`config.mk`:
```
export PLATFORM = sky130hd
export DESIGN_NAME = poly_disp_seq
export DESIGN_NICKNAME = d
export VERILOG_FILES = /design/src/rtl/poly_disp_pkg.sv /design/src/rtl/poly_slot_enc.sv /design/src/rtl/poly_disp_seq.sv
export SDC_FILE = /design/constraint.sdc
export NUM_CORES = 1
export LEC_CHECK = 0
export ABC_AREA = 1
export CORE_MARGIN = 3
export CORE_UTILIZATION = 55
export CTS_BUF_LIST = sky130_fd_sc_hd__clkbuf_8
export CTS_CLUSTER_DIAMETER = 200
export DETAILED_ROUTE_END_ITERATION = 12
export GPL_TIMING_DRIVEN = 0
export HOLD_SLACK_MARGIN = 0.15
export PLACE_DENSITY = 0.95
export SYNTH_ARGS = -nofsm -noshare
export SYNTH_HDL_FRONTEND = slang
export SYNTH_SLANG_ARGS = --single-unit
```
`constraint.sdc`:
```
create_clock -name clk_sys -period 4.1 [get_ports clk_sys]
set_clock_uncertainty 0.2 [all_clocks]
set_input_delay 0.82 -clock clk_sys [delete_from_list [all_inputs] [get_ports clk_sys]]
set_output_delay 0.82 -clock clk_sys [all_outputs]
set_load 0.05 [all_outputs]
```
`src/rtl/poly_disp_pkg.sv`:
```
`default_nettype none
// ============================================================================
//  Module      : poly_disp_pkg
//  Description : Shared constants and types for the polyphonic display
//                sequencer (slot layout, state encoding, slot type).
//  Revision    : 1.0 - initial release
// ============================================================================
package poly_disp_pkg;

    // Slot layout for one voice inside the display vector
    localparam int SLOT_W            = 16;
    localparam int NOTE_ON_BIT       = 9;
    localparam int UNDER_BIT         = 10;
    localparam int DEFAULT_NOTE_BASE = 36;

    // Scan sequencer states
    typedef enum logic [1:0] {
        IDLE    = 2'd0,
        CLEAR   = 2'd1,
        REQ     = 2'd2,
        PUBLISH = 2'd3
    } state_t;

    typedef logic [SLOT_W-1:0] slot_t;

endpackage
`default_nettype wire

```
`src/rtl/poly_slot_enc.sv`:
```
`default_nettype none
// ============================================================================
//  Module      : poly_slot_enc
//  Description : Encodes one voice (note-on flag, 7-bit MIDI note) into a
//                16-bit display slot. Notes below the base set an under-range
//                flag instead of wrapping, so nothing leaks out of the slot.
//  Revision    : 1.0 - initial release
// ============================================================================
module poly_slot_enc
    import poly_disp_pkg::*;
#(
    parameter int NOTE_BASE = DEFAULT_NOTE_BASE
) (
    input  logic              note_on_i,
    input  logic [6:0]        note_i,
    output logic [SLOT_W-1:0] slot_o
);

    localparam logic [6:0] C_BASE7 = 7'(NOTE_BASE);

    // Build the slot from scratch each time so unused bits are always zero
    always_comb begin
        slot_o              = '0;
        slot_o[NOTE_ON_BIT] = note_on_i;
        if (note_i >= C_BASE7) begin
            slot_o[6:0] = note_i - C_BASE7;
        end else begin
            slot_o[UNDER_BIT] = 1'b1;
        end
    end

endmodule
`default_nettype wire

```
`src/rtl/poly_disp_seq.sv`:
```
`default_nettype none
// ============================================================================
//  Module      : poly_disp_seq
//  Description : Frame-rate sequencer. On a frame request it clears an
//                accumulator, polls every voice pair over a req/ack port,
//                encodes both voices into slots, then publishes the whole
//                vector at once with a one-cycle valid strobe.
//  Revision    : 1.0 - initial release
// ============================================================================
module poly_disp_seq
    import poly_disp_pkg::*;
#(
    parameter int NUM_PAIRS = 8,
    parameter int NOTE_BASE = DEFAULT_NOTE_BASE,
    parameter int TIMEOUT   = 255
) (
    input  logic                            clk_sys,
    input  logic                            reset_n,
    input  logic                            frame_start,
    output logic                            rd_req,
    output logic [2:0]                      rd_idx,
    input  logic                            rd_ack,
    input  logic                            sq1_no,
    input  logic                            sq2_no,
    input  logic [6:0]                      sq1_n,
    input  logic [6:0]                      sq2_n,
    output logic [2*NUM_PAIRS*SLOT_W-1:0]   pd_out,
    output logic                            pd_valid,
    output logic                            pd_err,
    output logic                            busy
);

    localparam int             VEC_W    = 2 * NUM_PAIRS * SLOT_W;
    localparam int             PAIR_W   = 2 * SLOT_W;
    localparam int             TMR_W    = $clog2(TIMEOUT + 1);
    localparam logic [TMR_W-1:0] TMO_LAST = TMR_W'(TIMEOUT - 1);
    localparam logic [2:0]     LAST_IDX = 3'(NUM_PAIRS - 1);

    state_t             state_q, state_d;
    logic [2:0]         idx_q, idx_d;
    logic [TMR_W-1:0]   timer_q, timer_d;
    logic               pending_q, pending_d;
    logic               ferr_q, ferr_d;
    logic [VEC_W-1:0]   acc_q, acc_d;
    logic [VEC_W-1:0]   pd_out_q;
    logic               pd_valid_q;
    logic               pd_err_q;

    logic               ack_fire;
    logic               tmo_fire;
    logic               pair_done;
    logic [SLOT_W-1:0]  slot1;
    logic [SLOT_W-1:0]  slot2;

    poly_slot_enc #(.NOTE_BASE(NOTE_BASE)) u_enc_sq1 (
        .note_on_i (sq1_no),
        .note_i    (sq1_n),
        .slot_o    (slot1)
    );

    poly_slot_enc #(.NOTE_BASE(NOTE_BASE)) u_enc_sq2 (
        .note_on_i (sq2_no),
        .note_i    (sq2_n),
        .slot_o    (slot2)
    );

    // An ack always wins over an expiring timer in the same cycle
    assign ack_fire  = (state_q == REQ) && rd_ack;
    assign tmo_fire  = (state_q == REQ) && !rd_ack && (timer_q == TMO_LAST);
    assign pair_done = ack_fire || tmo_fire;

    // State register
    always_ff @(posedge clk_sys or negedge reset_n) begin
        if (!reset_n) begin
            state_q <= IDLE;
        end else begin
            state_q <= state_d;
        end
    end

    // Next-state logic: clear, scan every pair, publish, back to idle
    always_comb begin
        state_d = state_q;
        case (state_q)
            IDLE:    if (frame_start || pending_q) state_d = CLEAR;
            CLEAR:   state_d = REQ;
            REQ:     if (pair_done && (idx_q == LAST_IDX)) state_d = PUBLISH;
            PUBLISH: state_d = IDLE;
            default: state_d = IDLE;
        endcase
    end

    // Outputs decoded from state
    always_comb begin
        rd_req = (state_q == REQ);
        busy   = (state_q != IDLE);
    end

    // Scan datapath next-state: accumulator, pair index, timer, error, pending
    always_comb begin
        acc_d     = acc_q;
        idx_d     = idx_q;
        timer_d   = timer_q;
        ferr_d    = ferr_q;
        pending_d = pending_q;

        // One request is remembered while busy; IDLE consumes it
        if (state_q == IDLE) begin
            pending_d = 1'b0;
        end else if (frame_start) begin
            pending_d = 1'b1;
        end

        case (state_q)
            CLEAR: begin
                acc_d   = '0;
                idx_d   = '0;
                ferr_d  = 1'b0;
                timer_d = '0;
            end
            REQ: begin
                if (ack_fire) begin
                    for (int p = 0; p < NUM_PAIRS; p++) begin
                        if (idx_q == 3'(p)) begin
                            acc_d[p*PAIR_W +: PAIR_W] = {slot2, slot1};
                        end
                    end
                end else if (tmo_fire) begin
                    ferr_d = 1'b1;
                end else begin
                    timer_d = timer_q + TMR_W'(1);
                end
                if (pair_done) begin
                    timer_d = '0;
                    idx_d   = (idx_q == LAST_IDX) ? 3'd0 : idx_q + 3'd1;
                end
            end
            default: ;
        endcase
    end

    // Scan datapath registers
    always_ff @(posedge clk_sys or negedge reset_n) begin
        if (!reset_n) begin
            acc_q     <= '0;
            idx_q     <= '0;
            timer_q   <= '0;
            ferr_q    <= 1'b0;
            pending_q <= 1'b0;
        end else begin
            acc_q     <= acc_d;
            idx_q     <= idx_d;
            timer_q   <= timer_d;
            ferr_q    <= ferr_d;
            pending_q <= pending_d;
        end
    end

    // Publish registers: display vector only ever changes as a whole frame
    always_ff @(posedge clk_sys or negedge reset_n) begin
        if (!reset_n) begin
            pd_out_q   <= '0;
            pd_err_q   <= 1'b0;
            pd_valid_q <= 1'b0;
        end else begin
            pd_valid_q <= (state_q == PUBLISH);
            if (state_q == PUBLISH) begin
                pd_out_q <= acc_q;
                pd_err_q <= ferr_q;
            end
        end
    end

    assign rd_idx   = idx_q;
    assign pd_out   = pd_out_q;
    assign pd_valid = pd_valid_q;
    assign pd_err   = pd_err_q;

endmodule
`default_nettype wire

```
# After elaboration in Yosys (flattened, before gate mapping)
# Index checks and enable logic that the tools add are counted.
dict set report word_totals {
  register_bits 529
  inputBits 20
  elab_cells 102
}
dict set report op_classes {
  add_sub_neg 4
  n_lt_le_gt_ge 2
  n_eq_ne 27
  muxes 29
  n_reduce_logical 24
}
# cell count
set ops {}
lappend ops {{one-hot mux 256 bit (2 select lines)} 1}
lappend ops {{2-to-1 mux 256 bit} 1}
lappend ops {{2-to-1 mux 32 bit} 8}
lappend ops {{AND reduction 3 bit} 10}
lappend ops {{2-to-1 mux 8 bit} 3}
lappend ops {{!= test 2 x 1 -> 1 bit (second input constant)} 12}
lappend ops {{one-hot mux 8 bit (2 select lines)} 1}
lappend ops {{>= comparator 7 x 6 -> 1 bit (second input constant)} 2}
lappend ops {{2-to-1 mux 7 bit} 2}
lappend ops {{subtractor 7 x 6 -> 7 bit (second input constant)} 2}
lappend ops {{== test 3 bit (second input constant)} 4}
lappend ops {{adder 8 x 1 -> 8 bit (second input constant)} 1}
lappend ops {{== test 8 bit (second input constant)} 1}
lappend ops {{one-hot mux 2 bit (4 select lines)} 1}
lappend ops {{== test 3 x 2 -> 1 bit (second input constant)} 2}
lappend ops {{2-to-1 mux 1 bit} 6}
lappend ops {{2-to-1 mux 3 bit} 2}
lappend ops {{!= test 3 x 2 -> 1 bit (second input constant)} 2}
lappend ops {{one-hot mux 3 bit (2 select lines)} 1}
lappend ops {{nonzero test 2 bit} 3}
lappend ops {{== test 2 bit (second input constant)} 2}
lappend ops {{logical AND 1 bit} 4}
lappend ops {{2-to-1 mux 2 bit} 2}
lappend ops {{!= test 2 bit (second input constant)} 2}
lappend ops {{other kinds (9)} 11}

# Logic depth before layout (Yosys ltp)
dict set report depth {
  depth_word 7
  ltp_mapped 10
  mapped_depth_nobuf 9
}

# Hierarchy
# From an unflattened synthesis, not the netlist that was laid out.
dict set report unflattened {
  hier_cells 1621
  area_unflattened_um2 20116.8
}
# module instances cells_each area_each_um2 seq_area_each_um2
set by_module_without_submodules {}
lappend by_module_without_submodules {poly_disp_seq 1 1527 19623.8 13237.7}
lappend by_module_without_submodules {poly_slot_enc 2 47 246.5 0.0}

# Least setup slack after synthesis
# No wires, ideal clock.
dict set report synth_timing {
  path_type {register to register}
  start {register state_q[0]}
  end {register acc_q[17]}
  setup_time_ps 124
  t_arrival_ps 1921
  path_slack_ps 1855
  path_stages_with_launch 9
  synth_period_minus_slack_ps 2245
  cell_sequence {dfrtp_1 > inv_1 > ha_1 > nand2_2 > nand2_4 > a21oi_2 > inv_2 > buf_2 > o21ai_1}
}
dict set report synth_between {
  elab_chain_cells 4
}
# item line
set synth_lines {}
lappend synth_lines {{from (decl)} poly_disp_seq.sv:39} ;# state_t state_q, state_d;
lappend synth_lines {{from (signal assigned)} poly_disp_seq.sv:77} ;# state_q <= state_d;
lappend synth_lines {{== test 2 bit *} --}
lappend synth_lines {{via rd_req} poly_disp_seq.sv:20} ;# output logic rd_req,
lappend synth_lines {{logical AND 1 bit} poly_disp_seq.sv:68} ;# assign ack_fire = (state_q == REQ) && rd_ack;
lappend synth_lines {{!= test 2 x 1 -> 1 bit (no source line)} --}
lappend synth_lines {{AND reduction 3 bit (no source line)} --}
lappend synth_lines {{to (signal assigned)} poly_disp_seq.sv:145} ;# acc_q <= '0;
lappend synth_lines {{to (signal assigned)} poly_disp_seq.sv:151} ;# acc_q <= acc_d;
lappend synth_lines {{to (decl)} poly_disp_seq.sv:44} ;# logic [VEC_W-1:0] acc_q, acc_d;
# Mark *: on every way through the listed nets, which the timed path passes. The rest lies on a longest branch.
# A chain may end at the register's enable or synchronous reset.

# Worst setup path after layout
dict set report layout_timing {
  start {register state_q[0]}
  end {output rd_req}
}
dict set report layout_between {
  elab_chain_cells 1
}
# item line
set layout_lines {}
lappend layout_lines {{== test 2 bit} poly_disp_seq.sv:95} ;# rd_req = (state_q == REQ);
lappend layout_lines {{to (decl)} poly_disp_seq.sv:20}
# No other way between the ends.

==> impl_metrics.tcl <==
set metrics [dict create \
    status "complete, no violations" \
    finalCritPeriodShare_pct 85.3 \
    synth_compound_area_share_pct 2.28 \
    nNetsFinal 1578 \
    cts.path.max_buffers 3 \
    synth-simple-area-share_pct 15.4 \
    clk_pin_slew_ps 60 \
    start_kind "flip-flop" \
    slowest_stage "clkdlybuf4s50_1" \
    critPathRequiredTime_ps 3080 \
    grt_usage_pct 27.6 \
    ys_ff_latch 305 \
    avgRoutedWirePerCell_um 19.3 \
    cts_resized 0 \
    combPwrFrac_pct 48.3 \
    grt_pass1_wl_um 55700 \
    hold_viol_final 0 \
    row_count 55 \
    ys_types 28 \
    netlist_top_cells_area "dfrtp_1 58%, mux2_2 12%, nand2_1 9.2%, buf_4 6.6%, nand4_1 3.7%" \
    worstMarginPinSlew_ps 1430 \
    dp_hpwl_um 24600 \
    core_mm2 0.0231 \
    grt_overflow 0 \
    clock_latency_ps 560 \
    synth_fa_ha_area_share_pct 1.62 \
    clkPwrFrac_pct 17.8 \
    reg2reg_depth 7 \
    port_buffers 168 \
    synth_xor_area_share_pct 0.334 \
    min-delay-start "acc_q[118]$_DFFE_PN0P_" \
    timing.rr.start "state_q[0]$_DFFE_PN0P_" \
    worst_setup_path_end_kind "output port" \
    hp-class "reg2reg" \
    antenna_found_initial 1 \
    arrival_ps 2480 \
    hold_slack_ps 276 \
    num-fill-cells 1487 \
    ys_warn_count 0 \
    postLayoutCoreUtil_pct 71.9 \
    final.setup.tns_ps 0 \
    drive_gt1_share_pct 24.7 \
    dp_cells 1804 \
    powerDensity_mw_per_mm2 830 \
    pwr-share-seq_pct 33.9 \
    slew_headroom_pct 4.17 \
    ios 283 \
    final_common_cell "nand2_1" \
    syn_avg_cell_area_um2 10.8 \
    critPathKind "reg2out" \
    cts_tree "built" \
    p_sw_share_pct 45.7 \
    synthMuxAreaShare_pct 12.2 \
    place_congestion 0.829 \
    worstHoldEndpoint "acc_q[118]$_DFFE_PN0P_" \
    crit_buf_inv 2 \
    crit_path_max_incr_delay_ps 910 \
    layout.cells.non_filler 1881 \
    rsz0062_at_grt "false" \
    ir_worst_vdd_v 0.000399 \
    ant_nets 0 \
    crit_start "state_q[0]$_DFFE_PN0P_" \
    final_cell_mix "323 x nand2_1, 305 x dfrtp_1, 167 x clkdlybuf4s50_1" \
    cp_cell_sequence "inv_1, ha_1, clkdlybuf4s50_1" \
    ys_seq_area_share_pct 58.1 \
    drv_cap 0 \
    r2r-end "acc_q[133]$_DFFE_PN0P_" \
    fp.dieW_um 160 \
    via_per_inst 5.32 \
    fin_total_pwr_mw 13.8 \
    rrSetupSlack_ps 1140 \
    first_pass_iters 5 \
    finalSetupViolCount 0 \
    fin_crit_ps 3500 \
    intPower_mw 7.47 \
    htreeDepth 2 \
    area_growth_pct 26.2 \
    remaining_drc_errors 0 \
    die-area_mm2 0.0258 \
    p_sw_mw 6.29 \
    synthesis.area_mm2 0.0131 \
    cp_max_fo 7 \
    initial_core_util_pct 56.9 \
    worstHoldPathCells 2 \
    max_freq_mhz 286 \
    wl_um 36200 \
    die_h_um 160 \
    root_buffer "clkbuf_8" \
    dr_total_vias 10000 \
    numCtsBuffers 47 \
    yosys.area.top_type "dfrtp_1" \
    p_leak_nw 8.75 \
    final_max_slew_viol_count 0 \
    cp_top_family "buffers and inverters" \
    synth_top_family_by_area "simple AND/OR/NAND/NOR gates" \
    grt_max_degree 127 \
    grt_pass1_vias 10300 \
    clock_sinks 305 \
    syn_inst 1210 \
    first_iter_violations 759 \
    synth_top_area_share_pct 58.1 \
]
==> routing by layer <==
| metal | global-route usage (%) | wire length [um] | up-vias |
|---|---|---|---|
| li1 | - | - | 4417 |
| met1 | 34.2 | 13500 | 4896 |
| met2 | 45.5 | 17400 | 561 |
| met3 | 7.69 | 3530 | 126 |
| met4 | 12.5 | 1740 | 0 |
| met5 | 0 | 0 | - |
==> flip-flops by register name, indices dropped and copies added, names as in the netlist <==
name	cells
state_q	2
timer_q	8
pd_valid	1
pd_out	144
pending_q	1
rd_idx	3
pd_err	1
ferr_q	1
acc_q	144
==> Yosys cell counts <==
| cell | n |
|---|---|
| nand3_1 | 29 |
| nand2_4 | 1 |
| inv_2 | 8 |
| inv_1 | 36 |
| a21oi_2 | 3 |
| nor2_4 | 1 |
| o21ai_1 | 8 |
| nor2_1 | 24 |
| a21oi_1 | 7 |
| dfrtp_1 | 305 |
| clkbuf_1 | 12 |
| a21oi_4 | 1 |
| xnor2_1 | 1 |
| buf_4 | 116 |
| nand2_2 | 1 |
| ha_1 | 17 |
| nor2_2 | 5 |
| conb_1 | 1 |
| o22ai_1 | 1 |
| buf_1 | 3 |
| buf_2 | 44 |
| nand2_1 | 323 |
| mux2_2 | 142 |
| or2_2 | 2 |
| nand3b_1 | 3 |
| xor2_1 | 4 |
| nand4_1 | 77 |
| o21ai_0 | 35 |
==> worst register-to-register path: stages (launching register included) <==
cell and delay, ps:
dfrtp_1 430, inv_1 140, ha_1 460, buf_4 260, nand3_1 90, nor2_1 1020, nand2_1 170, nand2_1 120
==> stage by stage <==
step           worst slack [ps]  area (um^2)
2_1_floorplan              1850        13500
3_3_place_gp             -10340        15600
3_5_place_dp                297        15700
4_1_cts                     590        16600
5_1_grt                     507        16600
6_report                    603        16600
==> layout make-up <==
class | count | area, um^2 | area share (%)
antenna | 1 | 2.50 | 0.0151
inverter | 44 | 165 | 0.997
multi-input combinational | 797 | 4600 | 27.8
clock inverter | 18 | 98.8 | 0.596
sequential | 305 | 7630 | 46.1
timing repair buffer | 171 | 1750 | 10.6
clock buffer | 57 | 785 | 4.73
buffer | 175 | 1150 | 6.92
tap | 313 | 392 | 2.36
==> what timing repair did <==
| item | CTS | global route |
|---|---|---|
| setup buffers | 0 | 0 |
| endpoints found under the hold margin | 62 | 0 |
| hold buffers | 1 | 0 |
==> power by group through the flow <==
stage                     Sequential, mW  Clock (mW)  Combinational [mW]
final                               4.67        2.45                6.64
after global routing                4.77        2.60                7.04
after detailed placement            4.69           0                6.54
after global placement              4.63           0                6.35
after CTS                           4.65        2.47                6.60
after floorplan                     6.08           0                3.01
==> cell families (layout without fill, tap and decap cells) <==
group / Yosys count / after routing
and+or+nand+nor: 466 / 466
DFF: 305 / 305
buffers and inverters: 219 / 465
muxes: 142 / 142
AOI/OAI and AO/OA: 55 / 55
adders and majority gates: 17 / 17
xor gates and xnor gates: 5 / 5
other: 1 / 113
==> worst max path at each step <==
| stage | endpoint | slack (ps) | cells past startpoint |
|---|---|---|---|
| after global placement | acc_q[49]$_DFFE_PN0P_ | -10340 | 1 |
| final | rd_req | 600 | 3 |
| after CTS | rd_req | 590 | 3 |
| after global routing | rd_req | 510 | 3 |
| after detailed placement | acc_q[166]$_DFFE_PN0P_ | 300 | 10 |
| after floorplan | acc_q[17]$_DFFE_PN0P_ | 1850 | 8 |
Note: power is estimated with default switching activity, not from simulation.
